[src/rtl/soc_pkg.sv]
// Shared SoC definitions for the UART peripheral: register offsets, STATUS bit
// positions, serial FSM state encodings and the divisor clamp helper.
package soc_pkg;

    localparam logic [3:0] UART_TXDATA  = 4'h0;
    localparam logic [3:0] UART_STATUS  = 4'h4;
    localparam logic [3:0] UART_RXDATA  = 4'h8;
    localparam logic [3:0] UART_DIVISOR = 4'hC;

    localparam int STS_TX_FULL   = 0;
    localparam int STS_TX_EMPTY  = 1;
    localparam int STS_TX_BUSY   = 2;
    localparam int STS_RX_VALID  = 3;
    localparam int STS_OVERRUN   = 4;
    localparam int STS_FRAME_ERR = 5;

    localparam logic [1:0] TX_IDLE  = 2'd0;
    localparam logic [1:0] TX_START = 2'd1;
    localparam logic [1:0] TX_DATA  = 2'd2;
    localparam logic [1:0] TX_STOP  = 2'd3;

    localparam logic [1:0] RX_IDLE  = 2'd0;
    localparam logic [1:0] RX_START = 2'd1;
    localparam logic [1:0] RX_DATA  = 2'd2;
    localparam logic [1:0] RX_STOP  = 2'd3;

    localparam logic [15:0] MIN_DIVISOR = 16'd4;

    // The RX mid-bit sampler needs divisor/2 of at least two clocks.
    function automatic logic [15:0] clamp_divisor(input logic [15:0] value);
        return (value < MIN_DIVISOR) ? MIN_DIVISOR : value;
    endfunction

endpackage

[src/rtl/mmu_uart_if.sv]
// Device-side bus between the MMU and the UART: held enables, one-cycle
// mem_ready completion pulse with read data.
interface mmu_uart_if;
    logic        read_enable;
    logic        write_enable;
    logic [3:0]  address;
    logic [31:0] data_in;
    logic [31:0] data_out;
    logic        mem_ready;

    modport master (
        output read_enable, write_enable, address, data_in,
        input  data_out, mem_ready
    );

    modport slave (
        input  read_enable, write_enable, address, data_in,
        output data_out, mem_ready
    );
endinterface

[src/rtl/uart_fifo.sv]
// Byte FIFO with first-word fall-through read data; extra pointer MSB tells
// full from empty when the index bits match.
module uart_fifo #(
    parameter int DEPTH = 8
) (
    input  logic       clk,
    input  logic       reset,
    input  logic       push,
    input  logic [7:0] push_data,
    input  logic       pop,
    output logic [7:0] pop_data,
    output logic       full,
    output logic       empty
);
    localparam int AW = $clog2(DEPTH);

    logic [7:0]  mem [DEPTH];
    logic [AW:0] wr_ptr;
    logic [AW:0] rd_ptr;
    logic        do_push;
    logic        do_pop;

    // A push into a full FIFO is only taken when a pop frees the slot that cycle.
    assign do_pop  = pop && !empty;
    assign do_push = push && (!full || do_pop);

    assign empty    = (wr_ptr == rd_ptr);
    assign full     = (wr_ptr[AW] != rd_ptr[AW]) && (wr_ptr[AW-1:0] == rd_ptr[AW-1:0]);
    assign pop_data = mem[rd_ptr[AW-1:0]];

    always_ff @(posedge clk) begin
        if (do_push) begin
            mem[wr_ptr[AW-1:0]] <= push_data;
        end
    end

    always_ff @(posedge clk or posedge reset) begin
        if (reset) begin
            wr_ptr <= '0;
            rd_ptr <= '0;
        end else begin
            if (do_push) begin
                wr_ptr <= wr_ptr + (AW+1)'(1);
            end
            if (do_pop) begin
                rd_ptr <= rd_ptr + (AW+1)'(1);
            end
        end
    end

endmodule

[src/rtl/mmu_uart.sv]
// Memory-mapped UART: bus register decode, TX shifter fed by a byte FIFO,
// and an RX mid-bit sampler with a single holding register.
module mmu_uart
    import soc_pkg::*;
#(
    parameter int FIFO_DEPTH      = 8,
    parameter int DEFAULT_DIVISOR = 868
) (
    input  logic      clk,
    input  logic      reset,
    mmu_uart_if.slave bus,
    output logic      uart_tx,
    input  logic      uart_rx
);

    logic [3:0]  reg_sel;
    logic        accept;
    logic        wr_acc;
    logic        rd_acc;
    logic        tx_push;
    logic        status_wr;
    logic        rx_read;
    logic        ready_q;
    logic [31:0] data_q;
    logic [31:0] rdata;
    logic [31:0] status_word;
    logic [15:0] divisor;

    logic        tx_full;
    logic        tx_empty;
    logic        tx_busy;
    logic        tx_pop;
    logic [7:0]  fifo_data;
    logic [1:0]  tx_state;
    logic [15:0] tx_cnt;
    logic [15:0] tx_div;
    logic [2:0]  tx_bit;
    logic [7:0]  tx_shift;
    logic        tx_line;
    logic        tx_bit_end;

    logic        rx_s1;
    logic        rx_s2;
    logic        rx_prev;
    logic [1:0]  rx_state;
    logic [15:0] rx_cnt;
    logic [15:0] rx_div;
    logic [15:0] rx_half;
    logic [2:0]  rx_bit;
    logic [7:0]  rx_shift;
    logic        rx_bit_end;
    logic        rx_stop_sample;
    logic        rx_good;
    logic        rx_bad;
    logic [7:0]  rx_byte;
    logic        rx_valid;
    logic        rx_overrun;
    logic        rx_frame_err;

    logic        unused_bits;

    assign unused_bits = &{1'b0, bus.address[1:0], bus.data_in[31:16]};

    // mem_ready gates acceptance, so enables still held in the response cycle are ignored.
    assign reg_sel   = {bus.address[3:2], 2'b00};
    assign accept    = (bus.read_enable || bus.write_enable) && !ready_q;
    assign wr_acc    = accept && bus.write_enable;
    assign rd_acc    = accept && !bus.write_enable;
    assign tx_push   = wr_acc && (reg_sel == UART_TXDATA);
    assign status_wr = wr_acc && (reg_sel == UART_STATUS);
    assign rx_read   = rd_acc && (reg_sel == UART_RXDATA);

    assign bus.mem_ready = ready_q;
    assign bus.data_out  = data_q;

    assign tx_busy = !tx_empty || (tx_state != TX_IDLE);

    always_comb begin
        status_word                = '0;
        status_word[STS_TX_FULL]   = tx_full;
        status_word[STS_TX_EMPTY]  = tx_empty;
        status_word[STS_TX_BUSY]   = tx_busy;
        status_word[STS_RX_VALID]  = rx_valid;
        status_word[STS_OVERRUN]   = rx_overrun;
        status_word[STS_FRAME_ERR] = rx_frame_err;
    end

    always_comb begin
        rdata = '0;
        case (reg_sel)
            UART_STATUS:  rdata = status_word;
            UART_RXDATA:  rdata = {rx_valid, 23'd0, rx_byte};
            UART_DIVISOR: rdata = {16'd0, divisor};
            default:      rdata = '0;
        endcase
    end

    always_ff @(posedge clk or posedge reset) begin
        if (reset) begin
            ready_q <= 1'b0;
            data_q  <= '0;
            divisor <= 16'(DEFAULT_DIVISOR);
        end else begin
            ready_q <= accept;
            data_q  <= rd_acc ? rdata : '0;
            if (wr_acc && (reg_sel == UART_DIVISOR)) begin
                divisor <= clamp_divisor(bus.data_in[15:0]);
            end
        end
    end

    uart_fifo #(
        .DEPTH (FIFO_DEPTH)
    ) u_tx_fifo (
        .clk       (clk),
        .reset     (reset),
        .push      (tx_push),
        .push_data (bus.data_in[7:0]),
        .pop       (tx_pop),
        .pop_data  (fifo_data),
        .full      (tx_full),
        .empty     (tx_empty)
    );

    // Each bit re-latches the divisor, so a divisor write lands at the next bit boundary.
    assign tx_bit_end = (tx_cnt == tx_div - 16'd1);
    assign tx_pop     = !tx_empty &&
                        ((tx_state == TX_IDLE) || ((tx_state == TX_STOP) && tx_bit_end));
    assign uart_tx    = tx_line;

    always_ff @(posedge clk or posedge reset) begin
        if (reset) begin
            tx_state <= TX_IDLE;
            tx_cnt   <= '0;
            tx_div   <= 16'(DEFAULT_DIVISOR);
            tx_bit   <= '0;
            tx_shift <= '0;
            tx_line  <= 1'b1;
        end else if (tx_state == TX_IDLE) begin
            if (!tx_empty) begin
                tx_state <= TX_START;
                tx_shift <= fifo_data;
                tx_cnt   <= '0;
                tx_div   <= divisor;
                tx_line  <= 1'b0;
            end
        end else if (tx_bit_end) begin
            tx_cnt <= '0;
            tx_div <= divisor;
            case (tx_state)
                TX_START: begin
                    tx_state <= TX_DATA;
                    tx_bit   <= '0;
                    tx_line  <= tx_shift[0];
                end
                TX_DATA: begin
                    if (tx_bit == 3'd7) begin
                        tx_state <= TX_STOP;
                        tx_line  <= 1'b1;
                    end else begin
                        tx_bit   <= tx_bit + 3'd1;
                        tx_shift <= {1'b0, tx_shift[7:1]};
                        tx_line  <= tx_shift[1];
                    end
                end
                default: begin
                    if (!tx_empty) begin
                        tx_state <= TX_START;
                        tx_shift <= fifo_data;
                        tx_line  <= 1'b0;
                    end else begin
                        tx_state <= TX_IDLE;
                        tx_line  <= 1'b1;
                    end
                end
            endcase
        end else begin
            tx_cnt <= tx_cnt + 16'd1;
        end
    end

    always_ff @(posedge clk or posedge reset) begin
        if (reset) begin
            rx_s1   <= 1'b1;
            rx_s2   <= 1'b1;
            rx_prev <= 1'b1;
        end else begin
            rx_s1   <= uart_rx;
            rx_s2   <= rx_s1;
            rx_prev <= rx_s2;
        end
    end

    assign rx_half        = rx_div >> 1;
    assign rx_bit_end     = (rx_cnt == rx_div - 16'd1);
    assign rx_stop_sample = (rx_state == RX_STOP) && rx_bit_end;
    assign rx_good        = rx_stop_sample && rx_s2;
    assign rx_bad         = rx_stop_sample && !rx_s2;

    // A start edge still high at the half-bit point is treated as a glitch.
    always_ff @(posedge clk or posedge reset) begin
        if (reset) begin
            rx_state <= RX_IDLE;
            rx_cnt   <= '0;
            rx_div   <= 16'(DEFAULT_DIVISOR);
            rx_bit   <= '0;
            rx_shift <= '0;
        end else begin
            case (rx_state)
                RX_IDLE: begin
                    if (rx_prev && !rx_s2) begin
                        rx_state <= RX_START;
                        rx_cnt   <= '0;
                        rx_div   <= divisor;
                    end
                end
                RX_START: begin
                    if (rx_cnt == rx_half - 16'd1) begin
                        rx_cnt <= '0;
                        if (rx_s2) begin
                            rx_state <= RX_IDLE;
                        end else begin
                            rx_state <= RX_DATA;
                            rx_bit   <= '0;
                        end
                    end else begin
                        rx_cnt <= rx_cnt + 16'd1;
                    end
                end
                RX_DATA: begin
                    if (rx_bit_end) begin
                        rx_cnt   <= '0;
                        rx_div   <= divisor;
                        rx_shift <= {rx_s2, rx_shift[7:1]};
                        if (rx_bit == 3'd7) begin
                            rx_state <= RX_STOP;
                        end else begin
                            rx_bit <= rx_bit + 3'd1;
                        end
                    end else begin
                        rx_cnt <= rx_cnt + 16'd1;
                    end
                end
                default: begin
                    if (rx_bit_end) begin
                        rx_state <= RX_IDLE;
                        rx_cnt   <= '0;
                    end else begin
                        rx_cnt <= rx_cnt + 16'd1;
                    end
                end
            endcase
        end
    end

    // A read in the same cycle as an arriving byte frees the holder, so no overrun.
    always_ff @(posedge clk or posedge reset) begin
        if (reset) begin
            rx_byte      <= '0;
            rx_valid     <= 1'b0;
            rx_overrun   <= 1'b0;
            rx_frame_err <= 1'b0;
        end else begin
            if (rx_good && (!rx_valid || rx_read)) begin
                rx_byte  <= rx_shift;
                rx_valid <= 1'b1;
            end else if (rx_read) begin
                rx_valid <= 1'b0;
            end
            if (rx_good && rx_valid && !rx_read) begin
                rx_overrun <= 1'b1;
            end else if (status_wr && bus.data_in[STS_OVERRUN]) begin
                rx_overrun <= 1'b0;
            end
            if (rx_bad) begin
                rx_frame_err <= 1'b1;
            end else if (status_wr && bus.data_in[STS_FRAME_ERR]) begin
                rx_frame_err <= 1'b0;
            end
        end
    end

endmodule

[src/flat_wrapper.sv]
// flat-port wrapper written by rule: the top's interface ports become plain ports
module mmu_uart_flat import soc_pkg::*;
#(
    parameter int FIFO_DEPTH      = 8,
    parameter int DEFAULT_DIVISOR = 868
)
  (clk, reset, uart_tx, uart_rx, bus_read_enable, bus_write_enable, bus_address, bus_data_in, bus_data_out, bus_mem_ready);
  mmu_uart_if bus_i ();
  input  logic clk;
  input  logic reset;
  output logic uart_tx;
  input  logic uart_rx;
  input wire logic [$bits(bus_i.read_enable)-1:0] bus_read_enable;
  input wire logic [$bits(bus_i.write_enable)-1:0] bus_write_enable;
  input wire logic [$bits(bus_i.address)-1:0] bus_address;
  input wire logic [$bits(bus_i.data_in)-1:0] bus_data_in;
  output wire logic [$bits(bus_i.data_out)-1:0] bus_data_out;
  output wire logic [$bits(bus_i.mem_ready)-1:0] bus_mem_ready;
  assign bus_i.read_enable = bus_read_enable;
  assign bus_i.write_enable = bus_write_enable;
  assign bus_i.address = bus_address;
  assign bus_i.data_in = bus_data_in;
  assign bus_data_out = bus_i.data_out;
  assign bus_mem_ready = bus_i.mem_ready;
  mmu_uart #(.FIFO_DEPTH(FIFO_DEPTH), .DEFAULT_DIVISOR(DEFAULT_DIVISOR)) u_core (.clk(clk), .reset(reset), .bus(bus_i), .uart_tx(uart_tx), .uart_rx(uart_rx));
endmodule
[config.mk]
export PLATFORM = sky130hd
export DESIGN_NAME = mmu_uart_flat
export DESIGN_NICKNAME = d
export VERILOG_FILES = /design/src/rtl/soc_pkg.sv /design/src/rtl/mmu_uart_if.sv /design/src/rtl/uart_fifo.sv /design/src/rtl/mmu_uart.sv /design/src/flat_wrapper.sv
export SDC_FILE = /design/constraint.sdc
export NUM_CORES = 1
export LEC_CHECK = 0
export CELL_PAD_IN_SITES_DETAIL_PLACEMENT = 0
export CELL_PAD_IN_SITES_GLOBAL_PLACEMENT = 2
export CORE_MARGIN = 3
export CORE_UTILIZATION = 47
export DETAILED_ROUTE_END_ITERATION = 8
export DONT_BUFFER_PORTS = 1
export PLACE_DENSITY = 0.81
export SLEW_MARGIN = 40
export SYNTH_ARGS = -nofsm -noshare
export SYNTH_HDL_FRONTEND = slang
export SYNTH_SLANG_ARGS = --single-unit
[constraint.sdc]
create_clock -name clk -period 11.76 [get_ports clk]
set_input_delay 1.764 -clock clk [delete_from_list [all_inputs] [get_ports clk]]
set_output_delay 1.764 -clock clk [all_outputs]
set_load 0.005 [all_outputs]
==> impl_metrics.yaml, run 1 <==
pwr:
  vdd.ir_drop.worst_v: 0.000136
  total_power_w: 0.00283
  combPwrFrac: 0.334
  clkPwrFrac: 0.263
  seqPwrFrac: 0.403
  p_sw_w: 0.00102
  leakage_nw: 4.82
  p_int_w: 0.00181
  power.density_nw_per_um2: 237
  switching_share: 0.361
die:
  die_h_um: 159
  coreArea_um2: 22800
  rows: 55
  start_util: 0.480
  ios: 75
  die_x_um: 159
  dieArea_um2: 25100
placed_design:
  dp_hpwl_mm: 16.6
  place.gp.congestion: 0.846
  portBuffers: 0
finish:
  n_antenna_cell: 0
  drive_above_1_share: 0.188
  nFillCells: 1944
  seq_area_um2: 5630
  multi_input_area_um2: 4910
  syn_to_final_growth_pct: 9.34
  num-nets-final: 969
drt:
  drt_wl_total_mm: 23.6
  vias: 7099
  drcViolationCount: 0
  drt_first_pass_iters: 5
  wl_per_cell_um: 19.1
  ant_nets: 0
  drt_iter0_drc: 408
  vias_per_cell: 5.73
sta:
  maxSlewViolCount: 0
  hold_ws_ns: 0.359
  setup_tns_ns: 0
  fin_crit_sh: 0.370
  rsz0062_at_grt: "false"
  final-hold-violation-count: 0
  setup_viol: 0
  max_freq_mhz: 230
  tightest_slew_ns: 0.800
  fin_crit_ns: 4.35
  fin_skew_ns: 0.0111
  relSlewSlack: 0.459
job:
  max_cap_viol_count: 0
clocking:
  cts_max_level: 1
  numCtsBuffers: 24
  cts.clk_slew.worst_paths_ns: 0.06
  postCtsResizedCells: 0
  cts_setup_buffers: 0
  tritoncts: "yes"
  clk_latency_ns: 0.51
  clock_sink_count: 211
  hold_buffers: 0
  cts_buffer_depth: 3
  root_buffer: "clkbuf_16"
worst_setup_path:
  required_ns: 12.15
  worstSetupPathType: "flop to flop"
  path_max_fanout: 16
  worstSetupStartpointType: "flop"
  crit_path_end_kind: "flop"
  worstPathArrival_ns: 4.73
synthesis:
  synth_edf_count: 64
  ys_seq_area_frac: 0.514
  async_flop_share: 0.697
  synth_ff_type: "dfrtp_1"
  synth_cell_types: 84
  yosysWarnings: 0
  ys_ff_latch: 211
  synth_area_per_cell_um2: 11.8
  synth_cells: 924
  synthesis.area_um2: 10900
global_route:
  grt.overflow.total: 0
  grt_pass1_wl_mm: 38.0
  use_met2: 0.326
  grt_use_met3: 0.0332
  grt_util_met1: 0.255
  grt_busiest_layer: "met2"
  first_global_vias: 7070
  antenna_found_initial: 0
  grt_start_max_net_pins: 79
  grt.total_usage: 0.190
worst_hold_path:
  hold_path.class: "flop to flop"
run_status:
  status: "finished, final reports clean"
==> power groups by stage <==
stage	Clock (W)	Combinational (W)	Sequential, W
CTS	0.000762	0.000944	0.00114
detailed placement	0	0.000937	0.00115
floorplan	0	0.000877	0.00100
finish	0.000743	0.000946	0.00114
global route	0.000791	0.00105	0.00117
global placement	0	0.000910	0.00114
==> registers in the layout (all words and copies together) (netlist names), 16 cells and up <==
register / cells
u_core.u_tx_fifo.mem: 64
u_core.bus.data_out: 17
u_core.divisor: 16
u_core.rx_cnt: 16
u_core.rx_div: 16
u_core.tx_cnt: 16
u_core.tx_div: 16
==> per-stage QoR <==
stage	instance area [um^2]	worst slack, ns	std cells	util
2_1_floorplan	11000	6.08	938	-
3_3_place_gp	11100	7.46	1195	0.488
3_5_place_dp	11100	7.37	1195	0.489
4_1_cts	11900	7.34	1239	0.524
5_1_grt	12000	7.10	1240	0.525
6_report	12000	7.41	1240	0.525
==> worst max-delay path, stage by stage, from the launching register on <==
cell and delay [ns]:
dfrtp_1 0.46, inv_1 0.11, ha_1 0.34, nor4b_4 0.54, nand4_1 0.15, o31ai_1 0.36
or3b_1 0.43, nor4_4 0.46, nand2_1 0.40, a21o_1 0.54, mux2_1 0.41
==> layout by cell type (no fill, tap or decap), drive strengths merged, types with 7 or more instances in the layout <==
cell type / n
a21oi: 27
o22ai: 12
nand2: 45
a2bb2oi: 7
mux2: 76
nand4: 12
a31oi: 17
xor2: 38
ha: 19
nand3: 27
inv: 30
and3: 16
dfstp: 19
o31ai: 11
and2: 12
dfrtp: 128
buf: 14
conb: 15
clkbuf: 31
edfxtp: 64
nor3b: 10
nor2: 37
or4: 10
a22oi: 8
nand2b: 21
xnor2: 34
nor3: 16
o21ai: 30
mux4: 16
nor2b: 12
nor4: 18
==> cell families after synthesis <==
group,synth area share
AO/OA/AOI/OAI,0.102
XOR/XNOR,0.0577
adder cells (fa/ha/maj),0.0217
buffers and inverters,0.0429
flip-flops,0.514
multiplexers,0.116
other,0.000343
AND/OR/NAND/NOR,0.144
==> metal layers <==
metal / share of wire / wire (um)
met1: 0.45 / 10500
met2: 0.50 / 11700
met3: 0.039 / 925
met4: 0.018 / 431
met5: 0 / 0
==> final cells by class <==
cell class | count | area share
Tap cell | 313 | 0.0328
Clock buffer | 31 | 0.0550
Timing Repair Buffer | 14 | 0.0108
Clock inverter | 13 | 0.0111
Multi-Input combinational cell | 629 | 0.410
Sequential cell | 211 | 0.470
Inverter | 29 | 0.00952
==> cells in the mapped netlist (10+ instances only) <==
library cell | n | area [um^2]
dfrtp_1 | 128 | 3200
edfxtp_1 | 64 | 1920
mux2_2 | 55 | 619
nand2_1 | 44 | 165
clkbuf_1 | 40 | 150
xor2_1 | 38 | 333
nor2_1 | 36 | 135
xnor2_1 | 34 | 298
inv_1 | 29 | 109
nand3_1 | 27 | 135
a21oi_1 | 26 | 130
o21ai_0 | 24 | 120
nand2b_1 | 20 | 125
dfstp_2 | 19 | 499
ha_1 | 19 | 238
a31oi_1 | 17 | 106
and3_1 | 16 | 100
mux4_2 | 16 | 360
nor3_1 | 16 | 80.1
buf_4 | 15 | 113
nor4_1 | 15 | 93.8
mux2_1 | 14 | 158
and2_1 | 12 | 75.1
nand4_1 | 12 | 75.1
nor2b_1 | 12 | 75.1
o22ai_1 | 12 | 75.1
o31ai_1 | 11 | 82.6
nor3b_1 | 10 | 75.1
==> final timing paths <==
check | start | to | slack [ns] | cells past startpoint
setup / recovery | u_core.rx_div[1] | u_core.rx_div[7] | 7.41 | 10
hold / removal | u_core.rx_s1 | u_core.rx_s2 | 0.36 | 0
setup reg to reg | u_core.rx_div[1] | u_core.rx_div[7] | 7.41 | 10
hold reg to reg | u_core.rx_s1 | u_core.rx_s2 | 0.36 | 0
max in group asynchronous | reset | u_core.rx_div[4] | 9.41 | 2
min in group asynchronous | reset | u_core.tx_bit[0] | 1.22 | 1
No activity file was read; power rests on OpenSTA's default activity.
==> run 2: changes to the inputs <==
- CORE_UTILIZATION: 47 -> 44
- PLACE_DENSITY: 0.81 -> 0.76
- clock period: 11.76 -> 4.28 ns (I/O delays scaled with it)
==> impl_metrics.yaml, run 2 (synthesis gave the netlist of run 1 again) <==
finish:
  syn_to_final_growth_pct: 11.3
  n_antenna_cell: 0
  largest_reg_flops: 64
  final_cell_mix: "dfrtp_1 (127), edfxtp_1 (64), mux2_2 (55), nand2_1 (44), xor2_1 (38)"
  layout_commonest_cell: "dfrtp_1"
  drive_above_1_share: 0.196
  num-nets-final: 976
global_route:
  first_global_vias: 7148
  grt.overflow.total: 0
  antenna_found_initial: 0
  grt_start_max_net_pins: 70
  grt_pass1_wl_mm: 39.9
  grt.total_usage: 0.186
die:
  die_h_um: 164
  ios: 75
  rows: 57
  dieArea_um2: 26800
  coreArea_um2: 24400
  start_util: 0.448
  die_x_um: 164
pwr:
  p_sw_w: 0.00287
  combPwrFrac: 0.321
  leakage_nw: 4.92
  switching_share: 0.351
  clkPwrFrac: 0.296
  seqPwrFrac: 0.383
  p_int_w: 0.00531
  power.density_nw_per_um2: 672
  vdd.ir_drop.worst_v: 0.000334
run_status:
  status: "finished, final reports clean"
sta:
  fin_crit_ns: 3.77
  fin_skew_ns: 0.0139
  relSlewSlack: 0.465
  rsz0062_at_grt: "false"
  fin_crit_sh: 0.880
  hold_ws_ns: 0.0816
  setup_viol: 0
  maxSlewViolCount: 0
  max_freq_mhz: 266
  tightest_slew_ns: 0.799
  final-hold-violation-count: 0
  setup_tns_ns: 0
worst_setup_path:
  worstSetupStartpointType: "flop"
  max_stage_delay_ns: 0.66
  worstSetupPathType: "flop to flop"
  path_max_fanout: 9
  slowest_stage: "or4_4"
  crit_path_end_kind: "flop"
  required_ns: 4.51
  path_cells: "or4_4 -> nor4_2 -> o2111ai_1 -> a221o_1 -> a221oi_2 -> nand4_1 -> and2_1 -> nor4bb_1 -> buf_4"
  worstPathArrival_ns: 4.00
placed_design:
  dp_hpwl_mm: 17.3
  portBuffers: 0
  place.gp.congestion: 0.858
drt:
  drt_iter0_drc: 656
  ant_nets: 0
  drcViolationCount: 0
  vias: 7050
  drt_wl_total_mm: 24.3
  drt_first_pass_iters: 4
  vias_per_cell: 5.60
  wl_per_cell_um: 19.3
clocking:
  tritoncts: "yes"
  clk_latency_ns: 0.53
  postCtsResizedCells: 0
  numCtsBuffers: 25
  cts_max_level: 1
  root_buffer: "clkbuf_16"
  cts_buffer_depth: 3
  cts.clk_slew.worst_paths_ns: 0.06
  clock_sink_count: 211
  hold_buffers: 0
  cts_setup_buffers: 0
worst_hold_path:
  hold_path.class: "primary input to async pin"
job:
  max_cap_viol_count: 0
run 2: changes by cell type in the layout (fill, tap and decap cells not counted), moves of 2 or more:
cell / change
buf_4: +7
bufinv_16: +5
clkbuf_1: -3
clkbuf_8: +2
clkinv_1: +2
clkinv_2: -2
inv_6: -2
run 2: per-layer routing:
layer,GRT usage,vias to the layer above,share of wire,routed length (um)
met5,0,-,0,0
met4,0.0461,0,0.019,465
met2,0.312,106,0.50,12000
li1,-,3370,-,-
met1,0.252,3544,0.45,10900
met3,0.0304,30,0.039,959
run 2: final timing paths:
kind,start,to,slack (ns),depth (start not counted)
setup / recovery,u_core.tx_div[3],u_core.u_tx_fifo.mem[6][7],0.51,9
hold / removal,reset,u_core.tx_cnt[8],0.08,1
setup reg to reg,u_core.tx_div[3],u_core.u_tx_fifo.mem[6][7],0.51,9
hold reg to reg,u_core.rx_s1,u_core.rx_s2,0.35,0
max in group asynchronous,reset,u_core.rx_cnt[7],3.08,2
min in group clk,uart_rx,u_core.rx_s1,0.11,0
run 2: area by class of cell:
cell class / instances / area, um^2
Multi-Input combinational cell: 629 / 4910
Sequential cell: 211 / 5630
Clock inverter: 16 / 278
Tap cell: 324 / 405
Fill cell: 2155 / 12200
Clock buffer: 30 / 674
Timing Repair Buffer: 20 / 163
Inverter: 29 / 113
run 2: power by group through the flow:
| stage | combinational (W) | clock [W] | sequential, W |
|---|---|---|---|
| 6_report | 0.00263 | 0.00242 | 0.00314 |
| 3_3_place_gp | 0.00254 | 0 | 0.00314 |
| 2_1_floorplan | 0.00241 | 0 | 0.00276 |
| 3_5_place_dp | 0.00263 | 0 | 0.00317 |
| 4_1_cts | 0.00264 | 0.00247 | 0.00314 |
| 5_1_grt | 0.00290 | 0.00257 | 0.00323 |
run 2: stage by stage:
stage               instance area (um^2)  setup slack (ns)  std cells  utilization  total power (W)
global placement                   11200             0.491       1212        0.459          0.00568
floorplan                          11000             0.182        938            -          0.00517
detailed placement                 11200             0.485       1213        0.460          0.00579
global route                       12200             0.297       1259        0.499          0.00870
CTS                                12200             0.475       1259        0.499          0.00824
finish                             12200             0.515       1259        0.499          0.00818
run 2: critical path: cells and delay by family, from the launching register on:
kind,cells,cell delay [ns]
and+or+nand+nor,5,1.78
AOI/OAI and AO/OA,3,0.97
DFF,1,0.48
buffers and inverters,1,0.24
==> run 3: changes to the inputs <==
- RECOVER_POWER: unset -> 100
==> impl_metrics.yaml, run 3 (synthesis gave the netlist of run 1 again) <==
worst_hold_path:
  hold_path.class: "primary input to flop"
  whs_path_depth: 0
placed_design:
  dp_slack_ns: 0.485
  place_area_um2: 11200
  place_inst: 1213
  dp_hpwl_mm: 17.3
  portBuffers: 0
  place.gp.congestion: 0.858
job:
  max_cap_viol_count: 1
die:
  die_h_um: 164
  rows: 57
  ios: 75
  start_util: 0.448
  coreArea_um2: 24400
  die_x_um: 164
  dieArea_um2: 26800
worst_setup_path:
  worstSetupPathType: "flop to flop"
  slowest_stage: "or4_1"
  crit_path_end_kind: "flop"
  cpLargestDelayFamily: "simple AND/OR/NAND/NOR gates"
  required_ns: 4.49
  worstSetupStartpointType: "flop"
  reg2regPathDepth: 9
  path_cells: "or4_1 -> nor4_2 -> o2111ai_1 -> a221o_1 -> a221oi_2 -> nand4_1 -> and2_1 -> nor4bb_1 -> clkbuf_2"
  path_max_fanout: 9
  worstPathArrival_ns: 4.17
  path_buf_inv: 1
  path_depth: 9
  max_stage_delay_ns: 0.76
drt:
  drt_iter0_drc: 610
  drcViolationCount: 0
  ant_nets: 0
  wl_per_cell_um: 19.4
  drt_first_pass_iters: 5
  drt_wl_total_mm: 24.4
  vias_per_cell: 5.63
  vias: 7091
global_route:
  first_global_vias: 7148
  grt_pass1_wl_mm: 39.9
  grt.total_usage: 0.186
  grt.overflow.total: 0
  grt_start_max_net_pins: 70
  antenna_found_initial: 0
sta:
  final-hold-violation-count: 0
  fin_ws_ns: 0.322
  setup_viol: 0
  max_freq_mhz: 253
  fin_crit_ns: 3.96
  fin_skew_ns: 0.0115
  tightest_slew_ns: 1.75
  relSlewSlack: -0.165
  fin_crit_sh: 0.925
  rsz0062_at_grt: "false"
  setup_tns_ns: 0
  maxSlewViolCount: 70
pwr:
  p_sw_w: 0.00285
  switching_share: 0.352
  leakage_nw: 4.84
  combPwrFrac: 0.314
  vdd.ir_drop.worst_v: 0.000331
  clkPwrFrac: 0.299
  power.density_nw_per_um2: 672
  p_int_w: 0.00525
  seqPwrFrac: 0.387
clocking:
  tritoncts: "yes"
  cts.clk_slew.worst_paths_ns: 0.06
  clock_sink_count: 211
  hold_buffers: 0
  numCtsBuffers: 25
  postCtsResizedCells: 0
  cts_buffer_depth: 3
  cts_setup_buffers: 0
  cts_max_level: 1
  clk_latency_ns: 0.53
  root_buffer: "clkbuf_16"
finish:
  layout_commonest_cell: "dfrtp_1"
  instances_no_fill: 1259
  num-nets-final: 976
  n_antenna_cell: 0
  syn_to_final_growth_pct: 10.2
  drive_above_1_share: 0.174
  final_cell_mix: "dfrtp_1 (128), edfxtp_1 (64), mux2_2 (54), nand2_1 (45), xor2_1 (38)"
  largest_reg_flops: 64
  design_area_um2: 12100
run_status:
  status: "finished with violations"
  violations: "capacitance limit, slew limit"
## run 3: cell types whose count changed in the layout (fill, tap and decap cells not counted), sizes merged
| cell | previous run | this run |
|---|---|---|
| clkbuf | 30 | 44 |
| buf | 20 | 6 |
## run 3: through the flow
stage               total power [W]  hold slack [ns]   util
floorplan                   0.00517            0.345      -
detailed placement          0.00579            0.347  0.460
CTS                         0.00824           0.0816  0.499
global route                0.00861           0.0800  0.494
finish                      0.00810            0.111  0.494
global placement            0.00568            0.346  0.459
## run 3: power groups by stage
| stage | registers, W | clock network [W] | logic [W] |
|---|---|---|---|
| finish | 0.00313 | 0.00242 | 0.00254 |
| global route | 0.00322 | 0.00257 | 0.00282 |
| CTS | 0.00314 | 0.00247 | 0.00264 |
| detailed placement | 0.00317 | 0 | 0.00263 |
| global placement | 0.00314 | 0 | 0.00254 |
| floorplan | 0.00276 | 0 | 0.00241 |
## run 3: final cells by class
type,count,area [um^2]
clock buffers,30,674
clock inverters,16,278
fillers,2173,12300
inverters,29,110
multi-input cells,629,4850
flip-flops and latches,211,5620
well taps,324,405
repair buffers,20,110
## run 3: worst paths after layout
kind | from | endpoint | slack (ns)
max in group asynchronous | reset | u_core.rx_byte[7] | 1.71
worst max register to register | u_core.tx_div[3] | u_core.u_tx_fifo.mem[6][7] | 0.32
worst min register to register | u_core.rx_s1 | u_core.rx_s2 | 0.36
min in group asynchronous | reset | u_core.tx_cnt[8] | 0.28
worst max-delay path | u_core.tx_div[3] | u_core.u_tx_fifo.mem[6][7] | 0.32
worst min-delay path | uart_rx | u_core.rx_s1 | 0.11
## run 3: layer usage
layer  share of wire  wire length (um)  GRT usage
met1            0.45             10900      0.252
met2            0.49             12000      0.312
met3           0.039               943     0.0304
met4           0.021               519     0.0461
met5               0                 0          0
